`config.mk`:
```
export PLATFORM = sky130hd
export DESIGN_NAME = multicycle_cpu_flat
export DESIGN_NICKNAME = d
export VERILOG_FILES = /design/src/rtl/multicycle_cpu_if.sv /design/src/rtl/multicycle_cpu.sv /design/src/flat_wrapper.sv
export SDC_FILE = /design/constraint.sdc
export NUM_CORES = 1
export LEC_CHECK = 0
export ABC_AREA = 0
export CAP_MARGIN = 0
export CORE_MARGIN = 5
export CORE_UTILIZATION = 45
export DETAILED_ROUTE_END_ITERATION = 16
export SYNTH_ARGS = -nofsm -noshare
export SYNTH_HDL_FRONTEND = slang
export SYNTH_SLANG_ARGS = --single-unit
```
`constraint.sdc`:
```
create_clock -name clk -period 3.2 [get_ports clk]
set_input_delay 0.64 -clock clk [delete_from_list [all_inputs] [get_ports clk]]
set_output_delay 0.64 -clock clk [all_outputs]
set_load 0.005 [all_outputs]
```
`src/rtl/multicycle_cpu_if.sv`:
```
// Instruction/data memory handshake bundle for multicycle_cpu; master = core, slave = memory.
// req is held until ack is sampled; ack is a one-cycle pulse and may arrive in the request cycle.
interface multicycle_cpu_if #(
  parameter int DATA_W = 8,
  parameter int PC_W   = 8
);
  logic              imem_req;
  logic [PC_W-1:0]   imem_addr;
  logic [15:0]       imem_rdata;
  logic              imem_ack;
  logic              dmem_req;
  logic              dmem_we;
  logic [DATA_W-1:0] dmem_addr;
  logic [DATA_W-1:0] dmem_wdata;
  logic [DATA_W-1:0] dmem_rdata;
  logic              dmem_ack;

  modport master (
    output imem_req, imem_addr, dmem_req, dmem_we, dmem_addr, dmem_wdata,
    input  imem_rdata, imem_ack, dmem_rdata, dmem_ack
  );

  modport slave (
    input  imem_req, imem_addr, dmem_req, dmem_we, dmem_addr, dmem_wdata,
    output imem_rdata, imem_ack, dmem_rdata, dmem_ack
  );
endinterface

```
`src/rtl/multicycle_cpu.sv`:
```
// Multi-cycle 16-bit-instruction core: ALU/ADDI 4 cycles, BEQ/JMP 3, SW 4, LW 5 with zero-wait memory.
// Each cycle of missing imem/dmem ack stalls the FSM in FETCH/MEM with the request held stable.
module multicycle_cpu #(
  parameter int DATA_W = 8,
  parameter int PC_W   = 8
) (
  input  logic            clk,
  input  logic            rst,
  multicycle_cpu_if.master bus,
  output logic [PC_W-1:0] pc,
  output logic            retire,
  output logic            halted,
  output logic            illegal
);
  localparam int SH_W = $clog2(DATA_W);
  localparam logic [3:0] OP_R = 4'h0, OP_ADDI = 4'h1, OP_LW = 4'h2, OP_SW = 4'h3,
                         OP_BEQ = 4'h4, OP_JMP = 4'h5, OP_HALT = 4'hF;

  typedef enum logic [2:0] {S_IDLE, S_FETCH, S_DECODE, S_EXEC, S_MEM, S_WB, S_STOP} state_t;

  state_t            state;
  logic [15:0]       ir;
  logic [DATA_W-1:0] a, b, aluout, mdr;
  logic [DATA_W-1:0] regs [0:7];
  logic              imem_req_q, dmem_req_q, dmem_we_q;

  logic [3:0]        op;
  logic [2:0]        ra, rb, rd, func, wb_idx;
  logic [DATA_W-1:0] imm_d, alu_res, rd_a, rd_b, wb_dat;
  logic [PC_W-1:0]   pc_inc, pc_br, pc_jmp;

  assign op     = ir[15:12];
  assign ra     = ir[11:9];
  assign rb     = ir[8:6];
  assign rd     = ir[5:3];
  assign func   = ir[2:0];
  assign imm_d  = DATA_W'($signed(ir[5:0]));
  assign pc_inc = pc + PC_W'(1);
  assign pc_br  = pc_inc + PC_W'($signed(ir[5:0]));
  assign pc_jmp = pc_inc + PC_W'($signed(ir[11:0]));

  assign rd_a   = (ra == 3'd0) ? '0 : regs[ra];
  assign rd_b   = (rb == 3'd0) ? '0 : regs[rb];
  assign wb_idx = (op == OP_R) ? rd : rb;
  assign wb_dat = (op == OP_LW) ? mdr : aluout;

  assign bus.imem_req   = imem_req_q;
  assign bus.imem_addr  = pc;
  assign bus.dmem_req   = dmem_req_q;
  assign bus.dmem_we    = dmem_we_q;
  assign bus.dmem_addr  = aluout;
  assign bus.dmem_wdata = b;

  // Non-R opcodes all use ra+imm6 (ADDI result or LW/SW address).
  always_comb begin
    alu_res = a + imm_d;
    if (op == OP_R) begin
      case (func)
        3'd0:    alu_res = a + b;
        3'd1:    alu_res = a - b;
        3'd2:    alu_res = a & b;
        3'd3:    alu_res = a | b;
        3'd4:    alu_res = a ^ b;
        3'd5:    alu_res = {{(DATA_W-1){1'b0}}, ($signed(a) < $signed(b))};
        3'd6:    alu_res = a << b[SH_W-1:0];
        default: alu_res = a >> b[SH_W-1:0];
      endcase
    end
  end

  always_ff @(posedge clk) begin
    if (rst) begin
      state      <= S_IDLE;
      pc         <= '0;
      ir         <= '0;
      a          <= '0;
      b          <= '0;
      aluout     <= '0;
      mdr        <= '0;
      imem_req_q <= 1'b0;
      dmem_req_q <= 1'b0;
      dmem_we_q  <= 1'b0;
      retire     <= 1'b0;
      halted     <= 1'b0;
      illegal    <= 1'b0;
      for (int i = 0; i < 8; i++) regs[i] <= '0;
    end else begin
      retire <= 1'b0;
      case (state)
        S_IDLE: begin
          imem_req_q <= 1'b1;
          state      <= S_FETCH;
        end
        S_FETCH: begin
          if (bus.imem_ack) begin
            ir         <= bus.imem_rdata;
            imem_req_q <= 1'b0;
            state      <= S_DECODE;
          end
        end
        S_DECODE: begin
          a     <= rd_a;
          b     <= rd_b;
          state <= S_EXEC;
        end
        S_EXEC: begin
          aluout <= alu_res;
          case (op)
            OP_R, OP_ADDI: state <= S_WB;
            OP_LW, OP_SW: begin
              dmem_req_q <= 1'b1;
              dmem_we_q  <= (op == OP_SW);
              state      <= S_MEM;
            end
            OP_BEQ, OP_JMP: begin
              if (op == OP_JMP)  pc <= pc_jmp;
              else if (a == b)   pc <= pc_br;
              else               pc <= pc_inc;
              retire     <= 1'b1;
              imem_req_q <= 1'b1;
              state      <= S_FETCH;
            end
            OP_HALT: begin
              halted <= 1'b1;
              state  <= S_STOP;
            end
            default: begin
              halted  <= 1'b1;
              illegal <= 1'b1;
              state   <= S_STOP;
            end
          endcase
        end
        S_MEM: begin
          if (bus.dmem_ack) begin
            dmem_req_q <= 1'b0;
            dmem_we_q  <= 1'b0;
            if (dmem_we_q) begin
              pc         <= pc_inc;
              retire     <= 1'b1;
              imem_req_q <= 1'b1;
              state      <= S_FETCH;
            end else begin
              mdr   <= bus.dmem_rdata;
              state <= S_WB;
            end
          end
        end
        S_WB: begin
          if (wb_idx != 3'd0) regs[wb_idx] <= wb_dat;
          pc         <= pc_inc;
          retire     <= 1'b1;
          imem_req_q <= 1'b1;
          state      <= S_FETCH;
        end
        S_STOP: state <= S_STOP;
        default: state <= S_IDLE;
      endcase
    end
  end
endmodule

```
`src/flat_wrapper.sv`:
```
// flat-port wrapper written by rule: the top's interface ports become plain ports
module multicycle_cpu_flat 
#(
  parameter int DATA_W = 8,
  parameter int PC_W   = 8
)
  (clk, rst, pc, retire, halted, illegal, bus_imem_req, bus_imem_addr, bus_dmem_req, bus_dmem_we, bus_dmem_addr, bus_dmem_wdata, bus_imem_rdata, bus_imem_ack, bus_dmem_rdata, bus_dmem_ack);
  multicycle_cpu_if #(.DATA_W(DATA_W), .PC_W(PC_W)) bus_i ();
  input  logic clk;
  input  logic rst;
  output logic [PC_W-1:0] pc;
  output logic retire;
  output logic halted;
  output logic illegal;
  output wire logic [$bits(bus_i.imem_req)-1:0] bus_imem_req;
  output wire logic [$bits(bus_i.imem_addr)-1:0] bus_imem_addr;
  output wire logic [$bits(bus_i.dmem_req)-1:0] bus_dmem_req;
  output wire logic [$bits(bus_i.dmem_we)-1:0] bus_dmem_we;
  output wire logic [$bits(bus_i.dmem_addr)-1:0] bus_dmem_addr;
  output wire logic [$bits(bus_i.dmem_wdata)-1:0] bus_dmem_wdata;
  input wire logic [$bits(bus_i.imem_rdata)-1:0] bus_imem_rdata;
  input wire logic [$bits(bus_i.imem_ack)-1:0] bus_imem_ack;
  input wire logic [$bits(bus_i.dmem_rdata)-1:0] bus_dmem_rdata;
  input wire logic [$bits(bus_i.dmem_ack)-1:0] bus_dmem_ack;
  assign bus_imem_req = bus_i.imem_req;
  assign bus_imem_addr = bus_i.imem_addr;
  assign bus_dmem_req = bus_i.dmem_req;
  assign bus_dmem_we = bus_i.dmem_we;
  assign bus_dmem_addr = bus_i.dmem_addr;
  assign bus_dmem_wdata = bus_i.dmem_wdata;
  assign bus_i.imem_rdata = bus_imem_rdata;
  assign bus_i.imem_ack = bus_imem_ack;
  assign bus_i.dmem_rdata = bus_dmem_rdata;
  assign bus_i.dmem_ack = bus_dmem_ack;
  multicycle_cpu #(.DATA_W(DATA_W), .PC_W(PC_W)) u_core (.clk(clk), .rst(rst), .bus(bus_i), .pc(pc), .retire(retire), .halted(halted), .illegal(illegal));
endmodule
```
==> flow_metrics.tcl, run 1 <==
set metrics [dict create \
    via_per_inst 5.729 \
    initialDrtViolationCount 576 \
    grt_setup_unrepaired "false" \
    post-route-min-period_ns 2.787 \
    finalSetupTns_ns 0 \
    cts_tree "done" \
    outcome "finished clean" \
    worstPathRequired_ns 3.28 \
    period_share_pct 87.08 \
    io_buffers 65 \
    diodes 0 \
    htree_levels 4 \
    clock_latency_ns 0.42 \
    synth_fa_ha_area_share_pct 7.124 \
    holdBufCountCts 0 \
    ys_async_sr_fraction_pct 0 \
    grt_start_max_net_pins 60 \
    grt_pass1_wl_um 36800 \
    cp-end-kind "flop" \
    drtPass1Iterations 5 \
    netlist_instances 864 \
    final_util_pct 53.83 \
    drv_slew 0 \
    slew_headroom_pct 42.79 \
    synth-edff-count 64 \
    overflow 0 \
    crit_end "u_core.regs[2][0]$_SDFFCE_PN0P_" \
    clk_pin_slew_ns 0.07 \
    drive_above_1_share_pct 14.88 \
    ys_ff_latch 135 \
    root_buffer "clkbuf_16" \
    r2r_setup_slack_ns 0.41 \
    leakage_nw 3.629 \
    first_global_vias 6598 \
    hold_class "reg -> reg" \
    synth_compound_area_share_pct 14.01 \
    antenna_found_initial 0 \
    r2r_end "u_core.regs[2][0]$_SDFFCE_PN0P_" \
    final_cell_mix "nor2_1 (130), dfxtp_1 (71), nand2_1 (64), clkdlybuf4s50_1 (64), edfxtp_1 (64)" \
    crit_path_start "u_core.ir[15]$_SDFFE_PP0P_" \
    fp.dieW_um 147.4 \
    fillers 1718 \
    synth_top_family_by_area "simple AND/OR/NAND/NOR gates" \
    numCtsBuffers 17 \
    final.setup_skew_ns 0.01495 \
    worstPathArrival_ns 2.87 \
    routed-wl-met3_um 1020 \
    top_layer "met4" \
    io-pin-count 66 \
    start_util_pct 45.60 \
    area_growth_pct 18.05 \
    ant_nets 0 \
    met1Wirelength_um 10460 \
    fp.coreArea_mm2 0.01864 \
    cap_violations 0 \
    drc 0 \
    synthXorXnorAreaFrac_pct 2.885 \
    final_common_cell "nor2_1" \
    cp-start-kind "flop" \
    postCtsSetupRepairBufs 0 \
    clock_sinks 135 \
    yosysWarningCount 0 \
    setup_viol 0 \
    synthMuxAreaShare_pct 15.71 \
    dr_total_vias 6731 \
    synth-main-ff-cell "dfxtp_1" \
    crit_fanout 9 \
    rows 50 \
    critPathKind "reg -> reg" \
    synth_cell_types 72 \
    grt_usage_pct 21.58 \
    worst_pin_slew_ns 0.8342 \
    gp_congestion 0.9188 \
    synth-simple-area-share_pct 16.12 \
    clock_path_buffers 2 \
    power_density_mw_per_mm2 450.4 \
    wirelength_um 23250 \
    synth.avg_cell_area_um2 9.839 \
    nNetsFinal 1002 \
    r2r-start "u_core.ir[15]$_SDFFE_PP0P_" \
    dr_wl_met2_um 11370 \
    dp_hpwl_um 17380 \
    syn_area_mm2 0.008501 \
    die_h_um 147.4 \
    die-area_mm2 0.02174 \
    peakVddDrop_mv 0.4303 \
    max_freq_ghz 0.3589 \
    post_drt_wl_per_cell_um 19.79 \
    cts_resized 0 \
    hold_violations 0 \
    synth-seq-area-share_pct 39.33 \
    reg2reg_depth 5 \
]
worst max-delay path: stages (launching register included):
cell	delay, ns
dfxtp_1	0.40
or4_1	0.78
mux2i_1	0.30
nor4b_4	0.38
nand2_2	0.22
nand2b_1	0.36
registers in the layout (all words and copies together) (netlist names), named ones only:
| signal | flops |
|---|---|
| u_core.retire | 1 |
| u_core.state | 3 |
| u_core.bus.imem_addr | 8 |
| u_core.regs | 64 |
| u_core.bus.dmem_req | 1 |
| u_core.bus.dmem_we | 1 |
| u_core.bus.dmem_addr | 8 |
| u_core.mdr | 8 |
| u_core.bus.imem_req | 1 |
| u_core.a | 8 |
| u_core.ir | 16 |
| u_core.halted | 1 |
| u_core.bus.dmem_wdata | 8 |
| u_core.illegal | 1 |
how the worst min path moves through the flow:
| stage | start | cells past startpoint | slack (ns) | end |
|---|---|---|---|---|
| after floorplan | u_core.ir[11]$_SDFFE_PP0P_ | 2 | 0.45 | flop |
| after global placement | u_core.bus.dmem_req$_SDFFE_PP0P_ | 2 | 0.45 | u_core.bus.dmem_req$_SDFFE_PP0P_ |
| after detailed placement | u_core.bus.imem_req$_SDFFE_PP0P_ | 2 | 0.45 | u_core.bus.imem_req$_SDFFE_PP0P_ |
| after CTS | u_core.bus.imem_req$_SDFFE_PP0P_ | 2 | 0.46 | u_core.bus.imem_req$_SDFFE_PP0P_ |
| after global routing | u_core.bus.imem_req$_SDFFE_PP0P_ | 2 | 0.48 | u_core.bus.imem_req$_SDFFE_PP0P_ |
| final | u_core.bus.dmem_req$_SDFFE_PP0P_ | 2 | 0.46 | u_core.bus.dmem_req$_SDFFE_PP0P_ |
report_power, final:
part / internal, W / total, W / switching, W
Clock: 0.00116 / 0.00193 / 0.000773
Combinational: 0.000289 / 0.000635 / 0.000346
Sequential: 0.00187 / 0.00195 / 0.0000823
Total: 0.00332 / 0.00452 / 0.00120
cells by family (layout without fill, tap and decap cells):
logic type,Yosys count,after routing
simple gates,294,294
other cells,1,8
buf+inv,95,165
compound gates,185,185
mux,80,80
flops,135,135
fa+ha+maj,46,46
xor+xnor,28,28
cells in the mapped netlist, types with 12 or more instances:
master	instances	share of area, %
nor2_1	130	5.7
dfxtp_1	71	17
edfxtp_1	64	23
nand2_1	64	2.8
a21oi_1	49	2.9
ha_1	42	6.2
o21ai_0	42	2.5
mux4_2	41	11
clkbuf_1	37	1.6
inv_1	32	1.4
a22oi_1	23	2.0
mux2i_1	22	2.6
xnor2_1	20	2.1
mux2_2	17	2.3
nor3_1	17	1.0
nand3_1	15	0.88
a211oi_1	14	1.2
nand2b_1	12	0.88
routing by layer:
| layer | track usage (%) | vias to the layer above |
|---|---|---|
| li1 | - | 3264 |
| met1 | 29.63 | 3251 |
| met2 | 35.62 | 184 |
| met3 | 3.801 | 32 |
| met4 | 5.685 | 0 |
| met5 | 0 | - |
through the flow:
stage | instance area, um^2 | instances | hold slack (ns) | power, W | setup slack [ns]
3_3_place_gp | 9457 | 1143 | 0.4492 | 0.002622 | 0.5133
6_report | 10030 | 1175 | 0.4578 | 0.004520 | 0.4134
5_1_grt | 10030 | 1175 | 0.4775 | 0.004696 | 0.2278
2_1_floorplan | 8527 | 871 | 0.4501 | 0.002388 | 0.4378
3_5_place_dp | 9457 | 1143 | 0.4499 | 0.002621 | 0.4295
4_1_cts | 10030 | 1175 | 0.4596 | 0.004543 | 0.4160
final cells by class:
cell class                      instances  area, um^2  area share, %
Timing Repair Buffer                  100       908.4          9.052
Tap cell                              234       292.8          2.918
Sequential cell                       135        3343          33.32
Multi-Input combinational cell        641        4788          47.72
Inverter                               33       123.9          1.234
Clock buffer                           19       432.9          4.314
Clock inverter                         13       145.1          1.446
(Power assumes the default switching activity.)
==> run 2: changes to the inputs <==
SKIP_LAST_GASP = 1   (was unset)
==> results of run 2 <==
Same layout as run 1: the final DEF is identical, and so are final timing and power.
